<file path="src/rtl/banco_pkg.sv">
// Destination-select encodings, fixed register indices and the select resolver
// shared by the destination queue and its bench.
package banco_pkg;

   localparam logic [2:0] SEL_RT = 3'd0;
   localparam logic [2:0] SEL_RD = 3'd1;
   localparam logic [2:0] SEL_RS = 3'd2;
   localparam logic [2:0] SEL_SP = 3'd3;
   localparam logic [2:0] SEL_RA = 3'd4;

   localparam int REG_ZERO = 0;
   localparam int REG_SP   = 29;
   localparam int REG_RA   = 31;

   typedef struct packed {
      logic        legal;
      logic [31:0] idx;
   } dest_res_t;

   // Fields arrive zero-extended to 32 bits; the caller truncates to AW.
   function automatic dest_res_t resolve_dest(input logic [2:0]  sel,
                                              input logic [31:0] rt,
                                              input logic [31:0] rd,
                                              input logic [31:0] rs);
      dest_res_t r;
      r.legal = 1'b1;
      r.idx   = 32'(REG_ZERO);
      case (sel)
         SEL_RT:  r.idx = rt;
         SEL_RD:  r.idx = rd;
         SEL_RS:  r.idx = rs;
         SEL_SP:  r.idx = 32'(REG_SP);
         SEL_RA:  r.idx = 32'(REG_RA);
         default: r.legal = 1'b0;
      endcase
      return r;
   endfunction

endpackage

</file>
<file path="src/rtl/dest_fifo.sv">
// In-order circular buffer of register indices with per-entry valid/index taps.
// Push/pop take effect at the next edge; caller must not push when full or pop when empty.
module dest_fifo #(
   parameter int DEPTH = 4,
   parameter int AW    = 5,
   parameter int PW    = $clog2(DEPTH),
   parameter int CW    = $clog2(DEPTH + 1)
) (
   input  logic                      clk,
   input  logic                      reset,
   input  logic                      push,
   input  logic [AW-1:0]             push_idx,
   input  logic                      pop,
   output logic [AW-1:0]             head_idx,
   output logic [CW-1:0]             count,
   output logic                      full,
   output logic                      empty,
   output logic [DEPTH-1:0]          entry_vld,
   output logic [DEPTH-1:0][AW-1:0]  entry_idx
);

   logic [DEPTH-1:0][AW-1:0] mem_q, mem_d;
   logic [DEPTH-1:0]         vld_q, vld_d;
   logic [PW-1:0]            wr_ptr_q, wr_ptr_d;
   logic [PW-1:0]            rd_ptr_q, rd_ptr_d;
   logic [CW-1:0]            cnt_q, cnt_d;

   always_comb begin
      mem_d    = mem_q;
      vld_d    = vld_q;
      wr_ptr_d = wr_ptr_q;
      rd_ptr_d = rd_ptr_q;
      if (push) begin
         mem_d[wr_ptr_q] = push_idx;
         vld_d[wr_ptr_q] = 1'b1;
         wr_ptr_d        = wr_ptr_q + PW'(1);
      end
      // Push and pop never share a slot: that would need count 0 or DEPTH.
      if (pop) begin
         vld_d[rd_ptr_q] = 1'b0;
         rd_ptr_d        = rd_ptr_q + PW'(1);
      end
      cnt_d = cnt_q + CW'(push) - CW'(pop);
   end

   always_ff @(posedge clk) begin
      if (reset) begin
         mem_q    <= '0;
         vld_q    <= '0;
         wr_ptr_q <= '0;
         rd_ptr_q <= '0;
         cnt_q    <= '0;
      end else begin
         mem_q    <= mem_d;
         vld_q    <= vld_d;
         wr_ptr_q <= wr_ptr_d;
         rd_ptr_q <= rd_ptr_d;
         cnt_q    <= cnt_d;
      end
   end

   assign head_idx  = mem_q[rd_ptr_q];
   assign count     = cnt_q;
   assign full      = (cnt_q == CW'(DEPTH));
   assign empty     = (cnt_q == '0);
   assign entry_vld = vld_q;
   assign entry_idx = mem_q;

endmodule

</file>
<file path="src/rtl/reg_dest_queue.sv">
// Reserves write destinations at issue, writes results back in order one cycle after wb handshake.
// issue_ready = !full; issues while full are dropped, wb while empty flags underflow.
module reg_dest_queue
   import banco_pkg::*;
#(
   parameter int AW    = 5,
   parameter int DW    = 32,
   parameter int DEPTH = 4
) (
   input  logic                        clk,
   input  logic                        reset,
   input  logic [2:0]                  sel,
   input  logic [AW-1:0]               rt,
   input  logic [AW-1:0]               rd,
   input  logic [AW-1:0]               rs,
   input  logic                        issue,
   output logic                        issue_ready,
   input  logic                        wb_valid,
   input  logic [DW-1:0]               wb_data,
   output logic                        reg_we,
   output logic [AW-1:0]               reg_waddr,
   output logic [DW-1:0]               reg_wdata,
   output logic [(1<<AW)-1:0]          busy_mask,
   output logic [$clog2(DEPTH+1)-1:0]  count,
   output logic                        full,
   output logic                        empty,
   output logic                        err_illegal,
   output logic                        err_underflow
);

   localparam int CW = $clog2(DEPTH + 1);

   dest_res_t                res;
   logic [AW-1:0]            dest_idx;
   logic                     push, pop;
   logic [AW-1:0]            head_idx;
   logic [DEPTH-1:0]         entry_vld;
   logic [DEPTH-1:0][AW-1:0] entry_idx;
   logic [CW-1:0]            fifo_count;
   logic                     fifo_full, fifo_empty;

   logic          reg_we_q, reg_we_d;
   logic [AW-1:0] reg_waddr_q, reg_waddr_d;
   logic [DW-1:0] reg_wdata_q, reg_wdata_d;
   logic          err_illegal_q, err_illegal_d;
   logic          err_underflow_q, err_underflow_d;

   always_comb begin
      res      = resolve_dest(sel, 32'(rt), 32'(rd), 32'(rs));
      dest_idx = res.idx[AW-1:0];
      push     = issue && !fifo_full && res.legal;
      pop      = wb_valid && !fifo_empty;
   end

   dest_fifo #(.DEPTH(DEPTH), .AW(AW)) u_fifo (
      .clk       (clk),
      .reset     (reset),
      .push      (push),
      .push_idx  (dest_idx),
      .pop       (pop),
      .head_idx  (head_idx),
      .count     (fifo_count),
      .full      (fifo_full),
      .empty     (fifo_empty),
      .entry_vld (entry_vld),
      .entry_idx (entry_idx)
   );

   always_comb begin
      reg_we_d        = pop && (head_idx != AW'(REG_ZERO));
      reg_waddr_d     = reg_waddr_q;
      reg_wdata_d     = reg_wdata_q;
      if (pop) begin
         reg_waddr_d = head_idx;
         reg_wdata_d = wb_data;
      end
      err_illegal_d   = issue && !res.legal;
      err_underflow_d = wb_valid && fifo_empty;
   end

   always_ff @(posedge clk) begin
      if (reset) begin
         reg_we_q        <= 1'b0;
         reg_waddr_q     <= '0;
         reg_wdata_q     <= '0;
         err_illegal_q   <= 1'b0;
         err_underflow_q <= 1'b0;
      end else begin
         reg_we_q        <= reg_we_d;
         reg_waddr_q     <= reg_waddr_d;
         reg_wdata_q     <= reg_wdata_d;
         err_illegal_q   <= err_illegal_d;
         err_underflow_q <= err_underflow_d;
      end
   end

   // Duplicate destinations simply OR together, so a bit stays set until its last entry pops.
   always_comb begin
      busy_mask = '0;
      for (int i = 0; i < DEPTH; i++) begin
         if (entry_vld[i]) busy_mask[entry_idx[i]] = 1'b1;
      end
   end

   assign issue_ready   = !fifo_full;
   assign count         = fifo_count;
   assign full          = fifo_full;
   assign empty         = fifo_empty;
   assign reg_we        = reg_we_q;
   assign reg_waddr     = reg_waddr_q;
   assign reg_wdata     = reg_wdata_q;
   assign err_illegal   = err_illegal_q;
   assign err_underflow = err_underflow_q;

endmodule

</file>
<file path="config.mk">
export PLATFORM = sky130hd
export DESIGN_NAME = reg_dest_queue
export DESIGN_NICKNAME = d
export VERILOG_FILES = /design/src/rtl/banco_pkg.sv /design/src/rtl/dest_fifo.sv /design/src/rtl/reg_dest_queue.sv
export SDC_FILE = /design/constraint.sdc
export NUM_CORES = 1
export LEC_CHECK = 0
export BUFFER_PORTS_ARGS = -buffer_cell sky130_fd_sc_hd__buf_2
export CORE_MARGIN = 1.5
export CORE_UTILIZATION = 55
export CTS_BUF_LIST = sky130_fd_sc_hd__clkbuf_16
export DETAILED_ROUTE_END_ITERATION = 12
export PLACE_DENSITY_LB_ADDON = 0.2
export REMOVE_ABC_BUFFERS = 1
export SLEW_MARGIN = 20
export SYNTH_ARGS = -nofsm -noshare
export SYNTH_HDL_FRONTEND = slang
export SYNTH_HIERARCHICAL = 1
export SYNTH_SLANG_ARGS = --single-unit
</file>
<file path="constraint.sdc">
create_clock -name clk -period 5.15 [get_ports clk]
set_clock_uncertainty 0.1 [all_clocks]
set_input_delay 1.03 -clock clk [delete_from_list [all_inputs] [get_ports clk]]
set_output_delay 1.03 -clock clk [all_outputs]
set_load 0.01 [all_outputs]
</file>
==> results.py, run 1 <==
metrics = {
    "status": {
        "status": "finished clean",
    },
    "cells_and_area": {
        "num-nets-final": 654,
        "fin_util": 0.687,
        "drive_gt1_frac": 0.293,
        "area_growth_pct": 21.6,
        "final_cells": 693,
        "diodes": 0,
    },
    "sta": {
        "fmax_mhz": 319,
        "hold_viol_final": 0,
        "maxSlewHeadroom": 0.511,
        "tightest_slew_ns": 0.732,
        "period_share": 0.608,
        "fin_ws_ns": 2.02,
        "drv_slew": 0,
        "setup_violations": 0,
        "fin_crit_ns": 3.13,
        "rsz0062_at_grt": "false",
    },
    "global_routing": {
        "antenna_found_initial": 0,
        "grt.total_usage": 0.284,
        "grt_pass1_wl_um": 17300,
        "grt_max_degree": 61,
        "grt_pass1_vias": 3670,
        "gr-total-overflow": 0,
    },
    "clock_network": {
        "cts_tree": "yes",
        "cts_max_level": 3,
        "clock_latency_ns": 0.33,
        "clockBufferDepth": 2,
        "cts_sinks": 71,
        "cts-root-buf": "clkbuf_16",
        "cts_hold_buf": 0,
        "cts_made_buffers": 9,
        "cts_resized": 0,
        "clk_pin_slew_worst_paths_ns": 0.05,
        "cts_setup_buffers": 0,
    },
    "logic_synthesis": {
        "synth_compound_area_frac": 0.274,
        "synth.avg_cell_area_sq_um": 8.39,
        "yosysMostFrequentCell": "nand2_1",
        "synthCells": 486,
        "synthesis.area_sq_um": 4080,
        "ys_seq_elements": 71,
        "synth_async_sr_flop_share": 0,
        "synth_common_cells": "84 x nand2_1, 71 x dfxtp_1, 63 x a21oi_1, 32 x a22oi_1, 32 x o221ai_1",
        "ys_seq_area_frac": 0.349,
        "synth_xor_area_frac": 0.0101,
        "yosysTopAreaCellShare": 0.349,
        "muxShareOfSynthArea": 0.0325,
        "yosysWarnings": 6,
        "synth_top_family_by_area": "compound AO/OA/AOI/OAI gates",
        "synth-simple-area-share": 0.236,
        "synth_ff_type": "dfxtp_1",
        "synth_cell_type_count": 43,
        "synthAdderAreaFrac": 0.0356,
        "synth_edf_count": 0,
        "synth_largest_area_cell": "dfxtp_1",
        "synth_area_leaders": "dfxtp_1 35%, a21oi_1 7.7%, nand2_1 7.7%, o221ai_1 6.9%, a22oi_1 5.9%",
    },
    "detailed_routing": {
        "wl_per_cell_um": 16.8,
        "vias_per_cell": 6.10,
        "antenna_left": 0,
        "routed_wl_um": 11600,
        "remaining_drc_errors": 0,
        "vias": 4226,
        "drt-initial-drc-count": 486,
        "first_pass_iters": 8,
    },
    "placed_design": {
        "hpwl_um": 7820,
        "place_ws_ns": 1.68,
        "portBuffers": 131,
        "dpl.cell_count": 677,
        "place.gp.congestion": 0.913,
    },
    "setup_path": {
        "rr_endpoint": "u_fifo/count[2]",
        "critPathLaunch": "sel[0]",
        "path_max_fanout": 47,
        "reg2reg_slack_ns": 2.17,
        "cp.arrival_ns": 3.23,
        "crit_required_ns": 5.24,
        "worstSetupPathType": "input pin to flop",
        "rr_startpoint": "u_fifo/count[1]",
        "crit_path_end_kind": "flop",
        "reg2reg_depth": 9,
        "cp-start-kind": "input pin",
        "crit_end": "u_fifo/count[2]",
    },
    "power_and_ir_drop": {
        "p_sw_mw": 0.597,
        "leakage_nw": 2.09,
        "power_density_nw_per_um2": 363,
        "combPwrFrac": 0.267,
        "seqPwrFrac": 0.392,
        "clockPowerShare": 0.341,
        "internal_power_mw": 1.20,
        "p_sw_frac": 0.332,
        "vdd_drop_max_v": 0.000214,
    },
    "die": {
        "fp-row-count": 31,
        "initial_core_util": 0.565,
        "dieArea_sq_um": 7940,
        "die_h_um": 89.1,
        "die_x_um": 89.1,
        "core_region_area_sq_um": 7210,
        "ios": 132,
    },
    "hold_path": {
        "hold_class": "flop to flop",
    },
    "job": {
        "max_cap_violations": 0,
    },
}
==> worst min-delay path by stage <==
stage	to	cells past startpoint	slack, ns	start
6_report	reg_wdata[8]	2	0.35	reg_wdata[8]
4_1_cts	reg_wdata[8]	2	0.35	reg_wdata[8]
2_1_floorplan	reg_waddr[0]	2	0.37	reg_waddr[0]
3_5_place_dp	reg_wdata[8]	2	0.34	reg_wdata[8]
5_1_grt	reg_wdata[26]	2	0.37	reg_wdata[26]
3_3_place_gp	reg_wdata[24]	2	0.34	reg_wdata[24]
==> cell usage in the layout (no fill, tap or decap), types with 8 or more instances in the layout <==
cell type / instances
a21bo_2: 12
nand2_1: 84
dfxtp_1: 71
inv_1: 11
buf_2: 131
ha_1: 10
clkbuf_16: 9
nor2_1: 16
a21oi_1: 63
nand2b_1: 9
a22oi_1: 32
nor2b_1: 10
a21bo_1: 8
o221ai_1: 32
nand3_1: 28
==> through the flow <==
step | hold WS [ns] | cell area [sq um] | setup TNS (ns) | power [mW]
2_1_floorplan | 0.374 | 3860 | -0.540 | 1.01
3_3_place_gp | 0.338 | 4660 | 0 | 1.17
3_5_place_dp | 0.344 | 4660 | 0 | 1.19
4_1_cts | 0.351 | 4960 | 0 | 1.81
5_1_grt | 0.370 | 4960 | 0 | 1.90
6_report | 0.350 | 4960 | 0 | 1.80
==> flip-flops by register name, summed over array words and instances, names as in the netlist <==
| signal | cells |
|---|---|
| reg_wdata | 32 |
| u_fifo/entry_idx | 20 |
| reg_waddr | 5 |
| u_fifo/entry_vld | 4 |
| u_fifo/count | 3 |
| u_fifo/rd_ptr_q | 2 |
| u_fifo/wr_ptr_q | 2 |
| err_illegal | 1 |
| err_underflow | 1 |
| reg_we | 1 |
==> layer usage <==
metal  wire (um)  part of all wire  vias to the layer above  GRT usage
met5           0                 0                        -          0
met4         311             0.027                        0     0.0923
met3        1200              0.10                       50     0.0997
met2        5270              0.45                      258      0.445
met1        4870              0.42                     1922      0.367
li1            -                 -                     1996          -
==> critical path, stage by stage <==
cell	delay [ns]
buf_2	0.15
o21a_1	0.25
nor3b_2	0.17
buf_4	0.41
inv_1	0.09
ha_1	0.29
inv_1	0.04
ha_1	0.18
fa_1	0.37
xor3_1	0.20
nor2_1	0.04
==> logic make-up after synthesis <==
logic type | after synthesis
and+or+nand+nor | 185
AOI/OAI and AO/OA | 157
DFF | 71
buffers and inverters | 52
adders and majority gates | 11
muxes | 7
xor gates and xnor gates | 3
==> power groups by stage <==
| stage | Sequential [mW] | Combinational [mW] | Clock [mW] |
|---|---|---|---|
| 2_1_floorplan | 0.728 | 0.279 | 0 |
| 5_1_grt | 0.715 | 0.537 | 0.650 |
| 3_5_place_dp | 0.714 | 0.479 | 0 |
| 3_3_place_gp | 0.710 | 0.463 | 0 |
| 4_1_cts | 0.704 | 0.483 | 0.619 |
| 6_report | 0.705 | 0.481 | 0.613 |
==> layout make-up <==
class,instances,area (sq um)
clock buffer,9,225
multi-input combinational,363,2400
fill,602,2260
clock inverter,7,72.6
sequential,71,1420
timing repair buffer,133,671
tap,99,124
inverter,11,41.3
No activity file was read; power rests on OpenSTA's default activity.
==> run 2: changes to the inputs <==
--- a/config.mk
+++ b/config.mk
@@ -5,9 +5,10 @@
 export SDC_FILE = /design/constraint.sdc
 export NUM_CORES = 1
 export LEC_CHECK = 0
+export ABC_AREA = 1
 export BUFFER_PORTS_ARGS = -buffer_cell sky130_fd_sc_hd__buf_2
 export CORE_MARGIN = 1.5
-export CORE_UTILIZATION = 55
+export CORE_UTILIZATION = 47
 export CTS_BUF_LIST = sky130_fd_sc_hd__clkbuf_16
 export DETAILED_ROUTE_END_ITERATION = 12
 export PLACE_DENSITY_LB_ADDON = 0.2
==> constraint.sdc (replaced) <==
create_clock -name clk -period 2.75 [get_ports clk]
set_clock_uncertainty 0.1 [all_clocks]
set_input_delay 0.55 -clock clk [delete_from_list [all_inputs] [get_ports clk]]
set_output_delay 0.55 -clock clk [all_outputs]
set_load 0.01 [all_outputs]
==> results.py, run 2 <==
metrics = {
    "status": {
        "status": "finished clean",
    },
    "power_and_ir_drop": {
        "leakage_nw": 2.54,
        "vdd_drop_max_v": 0.000776,
        "power_density_nw_per_um2": 783,
    },
    "setup_path": {
        "slowest_delay_ns": 0.57,
        "crit_path_end_kind": "primary output",
        "path_cells": "inv_1, nand3_1, nor2_1, nor2_1, nand2_1, buf_2",
        "rr_endpoint": "u_fifo/count[2]",
        "cpMostUsedCell": "nor2_1",
        "path_max_fanout": 8,
        "reg2reg_slack_ns": 0.52,
        "worstSetupPathType": "flop to primary output",
        "rr_startpoint": "u_fifo/count[1]",
        "cp-start-kind": "flop",
        "worstPathBufferInverterCount": 2,
        "crit_required_ns": 2.10,
        "cp.arrival_ns": 1.70,
        "reg2reg_depth": 12,
        "cp_top_family": "flip-flops",
        "slowest_stage": "dfxtp_1",
    },
    "clock_network": {
        "cts_setup_buffers": 0,
        "clk_pin_slew_worst_paths_ns": 0.06,
        "cts_resized": 0,
        "cts_sinks": 71,
        "cts_hold_buf": 0,
        "cts_tree": "yes",
        "cts_made_buffers": 9,
        "cts-root-buf": "clkbuf_16",
        "cts_max_level": 3,
        "clock_latency_ns": 0.32,
        "clockBufferDepth": 2,
    },
    "logic_synthesis": {
        "ys_seq_elements": 71,
        "yosysMostFrequentCell": "nor2_1",
        "synth.avg_cell_area_sq_um": 5.97,
        "synth_ff_type": "dfxtp_1",
        "ys_seq_area_frac": 0.339,
        "synth_largest_area_cell": "dfxtp_1",
        "yosysTopAreaCellShare": 0.339,
        "synth_area_leaders": "dfxtp_1 34%, nor2_1 28%, nand3_1 7.5%, o21ai_0 6.9%, nand2_1 6.3%",
        "synth_async_sr_flop_share": 0,
        "synth_common_cells": "309 x nor2_1, 71 x dfxtp_1, 70 x nand2_1, 63 x nand3_1, 58 x o21ai_0",
        "yosysWarnings": 6,
        "synth_cell_type_count": 25,
        "synthesis.area_sq_um": 4190,
        "synth_edf_count": 0,
        "synthCells": 702,
    },
    "die": {
        "die_h_um": 97.4,
        "fp-row-count": 34,
        "core_region_area_sq_um": 8680,
        "dieArea_sq_um": 9490,
        "ios": 132,
        "initial_core_util": 0.483,
        "die_x_um": 97.4,
    },
    "sta": {
        "maxSlewHeadroom": 0.618,
        "period_share": 0.856,
        "fin_crit_ns": 2.35,
        "tightest_slew_ns": 0.571,
        "fin_tns_setup_ns": 0,
        "hold_viol_final": 0,
        "drv_slew": 0,
        "rsz0062_at_grt": "false",
        "setup_violations": 0,
        "fmax_mhz": 425,
    },
    "cells_and_area": {
        "final_cells": 942,
        "area_growth_pct": 25.4,
        "drive_gt1_frac": 0.195,
        "seqCellArea_sq_um": 1420,
        "fillCellCount": 850,
        "final_cell_mix": "309 x nor2_1, 131 x buf_2, 71 x dfxtp_1",
        "layout_commonest_cell": "nor2_1",
        "num-nets-final": 894,
        "diodes": 0,
        "multi_input_comb_area_sq_um": 2460,
        "largest_register_ffs": 32,
    },
    "global_routing": {
        "grt.total_usage": 0.272,
        "grt_pass1_vias": 4492,
        "gr-total-overflow": 0,
        "antenna_found_initial": 0,
        "grt_max_degree": 48,
        "grt_pass1_wl_um": 21200,
    },
    "placed_design": {
        "portBuffers": 131,
        "place.gp.congestion": 0.951,
        "dpl.cell_count": 926,
        "hpwl_um": 9400,
    },
    "hold_path": {
        "min_from": "wb_data[1]",
        "whs_endpoint": "reg_wdata[1]",
        "whs_path_depth": 3,
        "hold_class": "input pin to flop",
    },
    "detailed_routing": {
        "antenna_left": 0,
        "drt-initial-drc-count": 328,
        "first_pass_iters": 5,
        "vias_per_cell": 5.26,
        "wl_per_cell_um": 13.8,
        "remaining_drc_errors": 0,
        "vias": 4953,
        "routed_wl_um": 13000,
    },
    "job": {
        "max_cap_violations": 0,
    },
}
[run 2: cell types whose count changed in the layout (fill, tap and decap cells not counted), moves of 12 or more]
cell,previous run,this run
a22oi_1,32,0
inv_1,11,46
o221ai_1,32,0
nor2_1,16,309
nand3_1,28,63
a21bo_2,12,0
nand2_1,84,70
a21oi_1,63,18
o21ai_0,0,58
[run 2: area by class of cell]
type | instances | share of cell area
multi-input combinational | 560 | 0.469
inverter | 53 | 0.0386
clock buffer | 9 | 0.0429
sequential | 71 | 0.271
tap | 108 | 0.0257
timing repair buffer | 134 | 0.129
clock inverter | 7 | 0.0243
[run 2: cells by family (layout without fill, tap and decap cells)]
| group | count (synthesis) | count (layout) | share of synthesized area |
|---|---|---|---|
| flip-flops | 71 | 71 | 0.339 |
| AND/OR/NAND/NOR | 456 | 456 | 0.437 |
| buffers and inverters | 71 | 203 | 0.0726 |
| adder cells (fa/ha/maj) | 11 | 11 | 0.0347 |
| AO/OA/AOI/OAI | 93 | 93 | 0.117 |
[run 2: worst max path at each step]
stage	from	endpoint	slack [ns]	depth (start not counted)
2_1_floorplan	sel[1]	u_fifo/count[2]	0.22	10
3_3_place_gp	sel[1]	u_fifo/count[2]	0.30	11
3_5_place_dp	sel[1]	u_fifo/count[2]	0.20	12
4_1_cts	u_fifo/entry_idx[15]	busy_mask[27]	0.45	5
5_1_grt	u_fifo/entry_idx[15]	busy_mask[27]	0.30	5
6_report	u_fifo/entry_idx[7]	busy_mask[17]	0.40	6
[run 2: stage by stage]
stage / cell area [sq um] / hold WS (ns) / total power [mW] / setup slack [ns] / utilization
after floorplan: 4090 / 0.383 / 2.25 / 0.222 / -
after global placement: 4900 / 0.375 / 2.72 / 0.303 / 0.565
after detailed placement: 4900 / 0.398 / 2.77 / 0.198 / 0.565
after CTS: 5250 / 0.336 / 4.13 / 0.447 / 0.605
after global routing: 5250 / 0.350 / 4.39 / 0.301 / 0.605
final: 5250 / 0.343 / 4.11 / 0.397 / 0.605
[run 2: worst min-delay path, delay by kind of cell]
| kind | cells | cell delay, ns |
|---|---|---|
| simple gates | 2 | 0.11 |
| buf+inv | 1 | 0.07 |
[run 2: where the power goes]
| group | leakage, nW | internal, mW | switching (mW) |
|---|---|---|---|
| combinational | 1.79 | 0.458 | 0.842 |
| sequential | 0.583 | 1.27 | 0.185 |
| clock | 0.172 | 0.898 | 0.460 |
[run 2: routing by layer]
| metal | up-vias | wire length, um | part of all wire | GRT usage |
|---|---|---|---|---|
| met3 | 24 | 704 | 0.054 | 0.0396 |
| met4 | 0 | 270 | 0.021 | 0.0989 |
| met1 | 2277 | 5610 | 0.43 | 0.336 |
| li1 | 2491 | - | - | - |
| met5 | - | 0 | 0 | 0 |
| met2 | 161 | 6440 | 0.49 | 0.479 |
